**src/rtl/fetch_stage_if.sv**
```systemverilog
// Fetch-stage bus: instruction ROM port, branch/stall controls from later
// stages, and the IF/ID register outputs toward decode.
//   master : the fetch stage (drives imem_addr and the IF/ID outputs)
//   slave  : the environment (ROM, branch unit, decode)
interface fetch_stage_if #(
  parameter int unsigned N = 64
);
  logic [5:0]   imem_addr;
  logic [31:0]  imem_q;
  logic         pc_src;
  logic [N-1:0] pc_branch;
  logic         stall;
  logic         if_valid;
  logic [31:0]  if_instr;
  logic [N-1:0] if_pc;
  logic         halted;
  logic [31:0]  fetch_count;

  modport master (
    output imem_addr, if_valid, if_instr, if_pc, halted, fetch_count,
    input  imem_q, pc_src, pc_branch, stall
  );

  modport slave (
    input  imem_addr, if_valid, if_instr, if_pc, halted, fetch_count,
    output imem_q, pc_src, pc_branch, stall
  );
endinterface

```
**src/rtl/fetch_stage.sv**
```systemverilog
// Instruction-fetch stage. Owns the PC, addresses a combinational-read
// instruction ROM, and captures the returned word into an IF/ID register.
// Handles decode stall, branch redirect (which also leaves HALT), halting
// on an all-zero word, and a saturating count of accepted fetches.
// Ports:
//   clk   : rising-edge clock
//   reset : asynchronous, active-high reset
//   bus   : fetch_stage_if.master (ROM address/data, pc_src, pc_branch,
//           stall, if_valid, if_instr, if_pc, halted, fetch_count)
module fetch_stage #(
  parameter int unsigned N = 64
) (
  input  logic          clk,
  input  logic          reset,
  fetch_stage_if.master bus
);

  localparam int unsigned IW = 32;
  localparam logic [IW-1:0] CNT_MAX = '1;

  typedef enum logic {
    ST_RUN  = 1'b0,
    ST_HALT = 1'b1
  } state_e;

  state_e        state_q, state_d;
  logic [N-1:0]  pc_q, pc_d;
  logic          valid_q, valid_d;
  logic [IW-1:0] instr_q, instr_d;
  logic [N-1:0]  ifpc_q, ifpc_d;
  logic [IW-1:0] cnt_q, cnt_d;

  // A normal fetch happens only in RUN with no redirect, no stall and a
  // non-sentinel word on the ROM.
  logic fetch_ok;
  logic sentinel;

  always_comb begin
    sentinel = (bus.imem_q == '0);
    fetch_ok = (state_q == ST_RUN) && !bus.pc_src && !bus.stall && !sentinel;
  end

  // State register
  always_ff @(posedge clk or posedge reset) begin
    if (reset) begin
      state_q <= ST_RUN;
    end else begin
      state_q <= state_d;
    end
  end

  // Next-state logic: redirect always returns to RUN; the zero word halts.
  always_comb begin
    state_d = state_q;
    if (bus.pc_src) begin
      state_d = ST_RUN;
    end else if (state_q == ST_RUN && !bus.stall && sentinel) begin
      state_d = ST_HALT;
    end
  end

  // Datapath next values, priority redirect > halt/stall hold > fetch.
  always_comb begin
    pc_d    = pc_q;
    valid_d = valid_q;
    instr_d = instr_q;
    ifpc_d  = ifpc_q;
    cnt_d   = cnt_q;
    if (bus.pc_src) begin
      pc_d    = bus.pc_branch;
      valid_d = 1'b0;
    end else if (state_q == ST_RUN && !bus.stall) begin
      if (sentinel) begin
        valid_d = 1'b0;
      end else begin
        instr_d = bus.imem_q;
        ifpc_d  = pc_q;
        valid_d = 1'b1;
        pc_d    = pc_q + N'(4);
        if (cnt_q != CNT_MAX) begin
          cnt_d = cnt_q + IW'(1);
        end
      end
    end
  end

  // Datapath registers
  always_ff @(posedge clk or posedge reset) begin
    if (reset) begin
      pc_q    <= '0;
      valid_q <= 1'b0;
      instr_q <= '0;
      ifpc_q  <= '0;
      cnt_q   <= '0;
    end else begin
      pc_q    <= pc_d;
      valid_q <= valid_d;
      instr_q <= instr_d;
      ifpc_q  <= ifpc_d;
      cnt_q   <= cnt_d;
    end
  end

  // Output decode; the ROM aliases every 256 bytes so only pc[7:2] is used.
  always_comb begin
    bus.imem_addr   = pc_q[7:2];
    bus.halted      = (state_q == ST_HALT);
    bus.if_valid    = valid_q;
    bus.if_instr    = instr_q;
    bus.if_pc       = ifpc_q;
    bus.fetch_count = cnt_q;
  end

  logic unused_ok;
  always_comb unused_ok = fetch_ok;

endmodule

```
**src/flat_wrapper.sv**
```systemverilog
// flat-port wrapper written by rule: the top's interface ports become plain ports
module fetch_stage_flat 
#(
  parameter int unsigned N = 64
)
  (clk, reset, bus_imem_addr, bus_if_valid, bus_if_instr, bus_if_pc, bus_halted, bus_fetch_count, bus_imem_q, bus_pc_src, bus_pc_branch, bus_stall);
  fetch_stage_if #(.N(N)) bus_i ();
  input  logic clk;
  input  logic reset;
  output wire logic [$bits(bus_i.imem_addr)-1:0] bus_imem_addr;
  output wire logic [$bits(bus_i.if_valid)-1:0] bus_if_valid;
  output wire logic [$bits(bus_i.if_instr)-1:0] bus_if_instr;
  output wire logic [$bits(bus_i.if_pc)-1:0] bus_if_pc;
  output wire logic [$bits(bus_i.halted)-1:0] bus_halted;
  output wire logic [$bits(bus_i.fetch_count)-1:0] bus_fetch_count;
  input wire logic [$bits(bus_i.imem_q)-1:0] bus_imem_q;
  input wire logic [$bits(bus_i.pc_src)-1:0] bus_pc_src;
  input wire logic [$bits(bus_i.pc_branch)-1:0] bus_pc_branch;
  input wire logic [$bits(bus_i.stall)-1:0] bus_stall;
  assign bus_imem_addr = bus_i.imem_addr;
  assign bus_if_valid = bus_i.if_valid;
  assign bus_if_instr = bus_i.if_instr;
  assign bus_if_pc = bus_i.if_pc;
  assign bus_halted = bus_i.halted;
  assign bus_fetch_count = bus_i.fetch_count;
  assign bus_i.imem_q = bus_imem_q;
  assign bus_i.pc_src = bus_pc_src;
  assign bus_i.pc_branch = bus_pc_branch;
  assign bus_i.stall = bus_stall;
  fetch_stage #(.N(N)) u_core (.clk(clk), .reset(reset), .bus(bus_i));
endmodule
```
**config.mk**
```make
export PLATFORM = sky130hd
export DESIGN_NAME = fetch_stage_flat
export DESIGN_NICKNAME = d
export VERILOG_FILES = /design/src/rtl/fetch_stage_if.sv /design/src/rtl/fetch_stage.sv /design/src/flat_wrapper.sv
export SDC_FILE = /design/constraint.sdc
export NUM_CORES = 1
export LEC_CHECK = 0
export ABC_CLOCK_PERIOD_IN_PS = 9200
export BUFFER_PORTS_ARGS = -buffer_cell sky130_fd_sc_hd__buf_2
export CORE_UTILIZATION = 24
export DETAILED_ROUTE_END_ITERATION = 6
export GPL_TIMING_DRIVEN = 0
export PLACE_DENSITY = 0.43
export SKIP_LAST_GASP = 1
export SLEW_MARGIN = 15
export SYNTH_ARGS = -nofsm -noshare
export SYNTH_HDL_FRONTEND = slang
export SYNTH_SLANG_ARGS = --single-unit
```
**constraint.sdc**
```tcl
create_clock -name clk -period 9.2 [get_ports clk]
set_input_delay 0.46 -clock clk [delete_from_list [all_inputs] [get_ports clk]]
set_output_delay 0.46 -clock clk [all_outputs]
set_load 0.02 [all_outputs]
```
**Word-level counts from Yosys, hierarchy flattened**

Index checks and enable logic that the tools add are counted.

- Bits in registers: 194
- Input port bits: 100

- Multiplexer cells: 8
- Reductions and logical operators: 9
- Add/sub/neg operators: 2
- Eq/ne operators: 2
- Bitwise logic cells: 3

Operators by type and width:

| kind | number |
|---|---|
| 64-bit 2-to-1 mux | 3 |
| 64-bit by 3-bit adder with 64-bit output, second input constant | 1 |
| 32-bit by 1-bit adder with 32-bit output, second input constant | 1 |
| 32-bit logical NOT | 1 |
| 32-bit inequality test, second input constant | 1 |
| 1-bit 2-to-1 mux | 5 |
| 4-bit AND reduction | 1 |
| 2-bit nonzero test | 2 |
| 1-bit NOT | 3 |
| 3-bit AND reduction | 1 |
| 1-bit logical AND | 2 |
| 2-bit inequality test, second input constant | 1 |
| 2-bit AND reduction | 1 |
| 1-bit logical NOT | 1 |

**Logic depth before layout (Yosys ltp)**

- Depth in word-level cells: 5
- Mapped depth: 8
- Gate-level depth less buffers: 6

**Least setup slack after synthesis**

No wires, ideal clock.

- Path type: reg2reg
- From: reg u_core.cnt_q[7], in the netlist u_core.bus.fetch_count[7]
- To: reg u_core.cnt_q[25], in the netlist u_core.bus.fetch_count[25]
- Stages on the path, launching flop included: 8
- Data required time: 9.062 ns
- Arrival: 2.264 ns
- Clock period less this slack: 2.402 ns
- Path buffers: 2
- Path slack: 6.798 ns
- Path through: dfrtp_1 -> and4_1 -> clkbuf_1 -> nand3_1 -> nor4bb_1 -> clkbuf_1 -> nor4_1 -> xor2_1

- Cells in the longest elaborated chain, start to end: 2

Ends and longest elaborated chain:

| element | line | RTL |
|---|---|---|
| start, declared | fetch_stage.sv:31 | `logic [IW-1:0] cnt_q, cnt_d;` |
| start signal, assigned | fetch_stage.sv:100 | `cnt_q <= cnt_d;` |
| branches (longest 2 deep; another with 32-bit by 1-bit adder with 32-bit output) | - |  |

Several ways; the timed one is not identified.
A chain may end at the register's enable or synchronous reset.

**Worst setup path after layout**

- From: in bus_imem_q[24]
- To: reg u_core.pc_q[59]

- Cells in the longest elaborated chain, start to end: 3

Ends and longest elaborated chain:

| element | line | RTL |
|---|---|---|
| start, declared | flat_wrapper.sv:16 | `input wire logic [$bits(bus_i.imem_q)-1:0] bus_imem_q;` |
| 32-bit logical NOT | fetch_stage.sv:39 | `sentinel = (bus.imem_q == '0);` |
| 2-bit inequality test (no source line) | - |  |
| 2-bit AND reduction (no source line) | - |  |
| end signal, assigned | fetch_stage.sv:96 | `pc_q <= pc_d;` |
| end, declared | fetch_stage.sv:27 | `logic [N-1:0] pc_q, pc_d;` |

Every way passes these cells.

==> run summary <==
The number of setup buffers added after CTS is 0. The most numerous cell type found on the critical path is clkbuf_1. Setup repair after global routing left no endpoint under its margin. In the synthesized netlist, the number of instances is 1028. After synthesis, the largest family of logic cells by area is simple AND/OR/NAND/NOR gates. The fraction of final layout cells sized beyond drive strength 1 is 0.2203, and the cell area after synthesis is 9220 µm². The synthesized design contains 194 register bits.

Power comes to 2322 µW. Of all cell types, the one taking the most synthesized area is dfrtp_1. The tools report the largest net degree at the start of global routing as 100. The net count of the finished layout is 1387. The arrival time at the worst endpoint is 3.60 ns, and the global-route wire length before repair is 51140 µm. Critical path class: input port to register. For this run, the slowest stage of the critical path takes 0.56 ns. The number of standard cells in the layout, taps in and fillers out was 1814; the worst path required time was 9.58 ns. Class of the tightest hold or removal check: input port to register. The area fraction in and, or, nand and nor cells after synthesis was 0.2888; the final sum of negative setup slack was 0 ns. The worst setup skew after layout came out at 0.02119 ns. The routed design could run at a clock period as short as 3.221 ns. The worst-case IR drop observed on VDD is 0.0001372 V.

The async set-reset flop share out of synthesis is 1.000, and the full die area is 39200 µm². The synthesized-area fraction occupied by xor and xnor cells came out at 0.05130. Detailed routing inserted a total of 8558 vias. Pin placement for this block handled 236 I/O pins.

The arithmetic-cell share of the synthesized area counting full adders, half adders and majority gates is 0.002714. The logs give 6 for the initial antenna violation count and 17 for the TritonCTS buffer count. For this run, design rule violations remaining after detail routing come to 0. After clock tree synthesis, the clock-pin slew on the worst setup and hold paths is 0.08 ns. CTS saw 194 sinks.

After global routing the overflow that remains totals 0. The number of nets produced by synthesis is 1130. CTS root buffer: clkbuf_16.

The run gives 0 as the number of warnings issued by yosys. After detailed routing, the number of vias per cell comes to 4.718. Input and output buffers added on the ports amount to 235. The number of slew-limit violations in the final report is 0, and the summed area of non-filler cells in the final layout is 11770 µm². The synthesized area per cell is 8.969 µm². Most common flop cell mapped by yosys: dfrtp_1.

Number of iterations in the first detailed-routing pass: 5. The worst setup path is captured at a register. The area growth from synthesis to layout is 27.62%, and the count of antenna-violating nets left after detailed routing is 0. The portion of netlist area occupied by mux cells is 0.005971, and the cell count after placement is 1776. The share of the synthesized area in the top cell type is 0.5265, and the transition time at the pin with the least slew margin is 1.083 ns. The critical path goes through buf_2, nor4_1, and4_1, clkbuf_1, a2111o_1, clkbuf_1, clkbuf_1, o21ai_0, a31oi_1. Leaving out fill and tap cells, the most frequent cell in the layout is nand2_1.

The power per unit of standard cell area works out to 197.3 nW/µm². The run finished with clean final reports. The run gives 8337 as the number of global-route vias before repair. The placed instances occupy a cell area of 11100 µm². In this run, synthesis inferred 0 flip-flops with an integrated enable. At the end of routability-driven placement, the weighted congestion stood at 0.8468.

CTS built an H-tree with a depth of 4. Dividing the detail-routed wire length by the instance count gives 18.60 µm. The logs give 0.2738 for the worst-case headroom to the max-slew limit and 71 for the cell row count. The tools report the initial cell density of the core as 0.2442. The library cells used most frequently in the layout, excluding fill and tap cells, are nand2_1 (343), buf_2 (236), dfrtp_1 (194). The analysis attributes to cell leakage a power of 0.005522 µW. The region available for standard cell placement spans 37760 µm². For the number of distinct library cells after synthesis, the log shows 49.

The worst hold path passes through 3 cells. The highest-delay cell along the critical path is nor4_1. The final wirelength was 33740 µm; the maximum fanout along the worst path was 10. TritonCTS built the clock tree. Synthesized-area fraction occupied by ao, oa, aoi and oai cells: 0.09160.

Setup violations remaining at the end of the flow were counted as 0. The tool flagged a number of max-cap violations equal to 0. No sink is reached through more buffers than the 2 on the longest clock path. Clock latency on the worst-skew pair, taken at its later pin, is 0.47 ns. The global-route total usage across every layer was 0.1755; the total half-perimeter wirelength after legalization and detailed placement was 24850 µm. The floorplan die width was 198 µm; the detailed router's first-iteration violation count was 505.

Fmax: 310.5 MHz. In the post-synthesis netlist, the biggest area contributors are dfrtp_1 (53%), nand2_1 (14%), xor2_1 (3.3%). The worst setup path is launched from an input port. For the fraction of the yosys area taken by sequential cells, the log shows 0.5265.

The number of cell instances on the worst register-to-register path was 7; the hold violation total from the final report was 0. Period utilization: 0.3501. The overall die height is 198 µm.
==> metrics by stage <==
step | setup WS (ns) | util | hold WS [ns]
CTS | 5.938 | 0.3113 | 0.1813
global placement | 0.3216 | 0.2923 | 0.4519
detailed placement | 5.455 | 0.2941 | 0.3669
global route | 5.677 | 0.3116 | 0.1981
floorplan | 3.456 | - | 0.4348
finish | 5.979 | 0.3116 | 0.2058
==> worst paths after layout <==
check                                        start                      end  slack [ns]
max in group asynchronous                    reset          u_core.pc_q[37]        7.54
hold reg to reg            u_core.bus.if_instr[29]  u_core.bus.if_instr[29]        0.47
setup / recovery                    bus_imem_q[24]          u_core.pc_q[59]        5.98
hold / removal                       bus_imem_q[8]   u_core.bus.if_instr[8]        0.21
setup reg to reg                    u_core.pc_q[2]          u_core.pc_q[50]        5.99
min in group asynchronous                    reset   u_core.bus.if_instr[6]        0.47
==> layer usage <==
metal  part of all wire  global-route usage
met1               0.47              0.2407
met2               0.47              0.2778
met3              0.044             0.03373
met4              0.015             0.05426
met5            0.00039                   0
==> cell usage after synthesis, types with 4 or more instances <==
| cell | instances |
|---|---|
| nand3_1 | 51 |
| a211oi_1 | 8 |
| nor2_1 | 35 |
| and4_1 | 16 |
| xor2_1 | 35 |
| nor4_1 | 23 |
| nand4_1 | 25 |
| o211ai_1 | 18 |
| xnor2_1 | 19 |
| and3_1 | 14 |
| and2_1 | 4 |
| a31oi_1 | 22 |
| inv_1 | 10 |
| nand2_1 | 343 |
| mux2_2 | 4 |
| or3_1 | 5 |
| o2111ai_1 | 6 |
| clkbuf_1 | 54 |
| buf_1 | 4 |
| or4_1 | 27 |
| dfrtp_1 | 194 |
| o21ai_0 | 36 |
| o31ai_1 | 16 |
| nor3_1 | 16 |
| buf_4 | 6 |
==> critical path: cells and delay by family <==
kind | cells | cell delay, ns
AO/OA/AOI/OAI | 3 | 0.77
buffers and inverters | 4 | 1.51
AND/OR/NAND/NOR | 2 | 0.85
==> registers in the layout, summed over array words and instances, names as in the netlist <==
name and flops:
u_core.bus.fetch_count 32, u_core.bus.halted 1, u_core.bus.if_pc 64, u_core.bus.if_instr 32, u_core.bus.if_valid 1, u_core.pc_q 64
==> report_power, final <==
group	switching (µW)	internal, µW	total, µW
Combinational	277	145	422
Clock	388	466	853
Sequential	93.5	953	1050
==> timing repair <==
item                      4_1_cts  5_1_grt
hold endpoints to repair        5        0
hold buffers                    1        0
resized for setup               0        0
==> cell type report <==
| type | count | area (µm²) |
|---|---|---|
| Clock inverter | 15 | 216.5 |
| Multi-Input combinational cell | 759 | 4064 |
| Timing Repair Buffer | 238 | 1241 |
| Antenna cell | 5 | 12.51 |
| Tap cell | 511 | 639.4 |
| Sequential cell | 194 | 4855 |
| Buffer | 65 | 267.8 |
| Inverter | 10 | 45.04 |
| Clock buffer | 17 | 425.4 |
| Fill cell | 4151 | 25990 |
==> cells by family after synthesis <==
family,Yosys count
fa+ha+maj,2
compound gates,125
flops,194
simple gates,573
mux,5
buf+inv,75
xor+xnor,54
No activity file was read; power rests on OpenSTA's default activity.
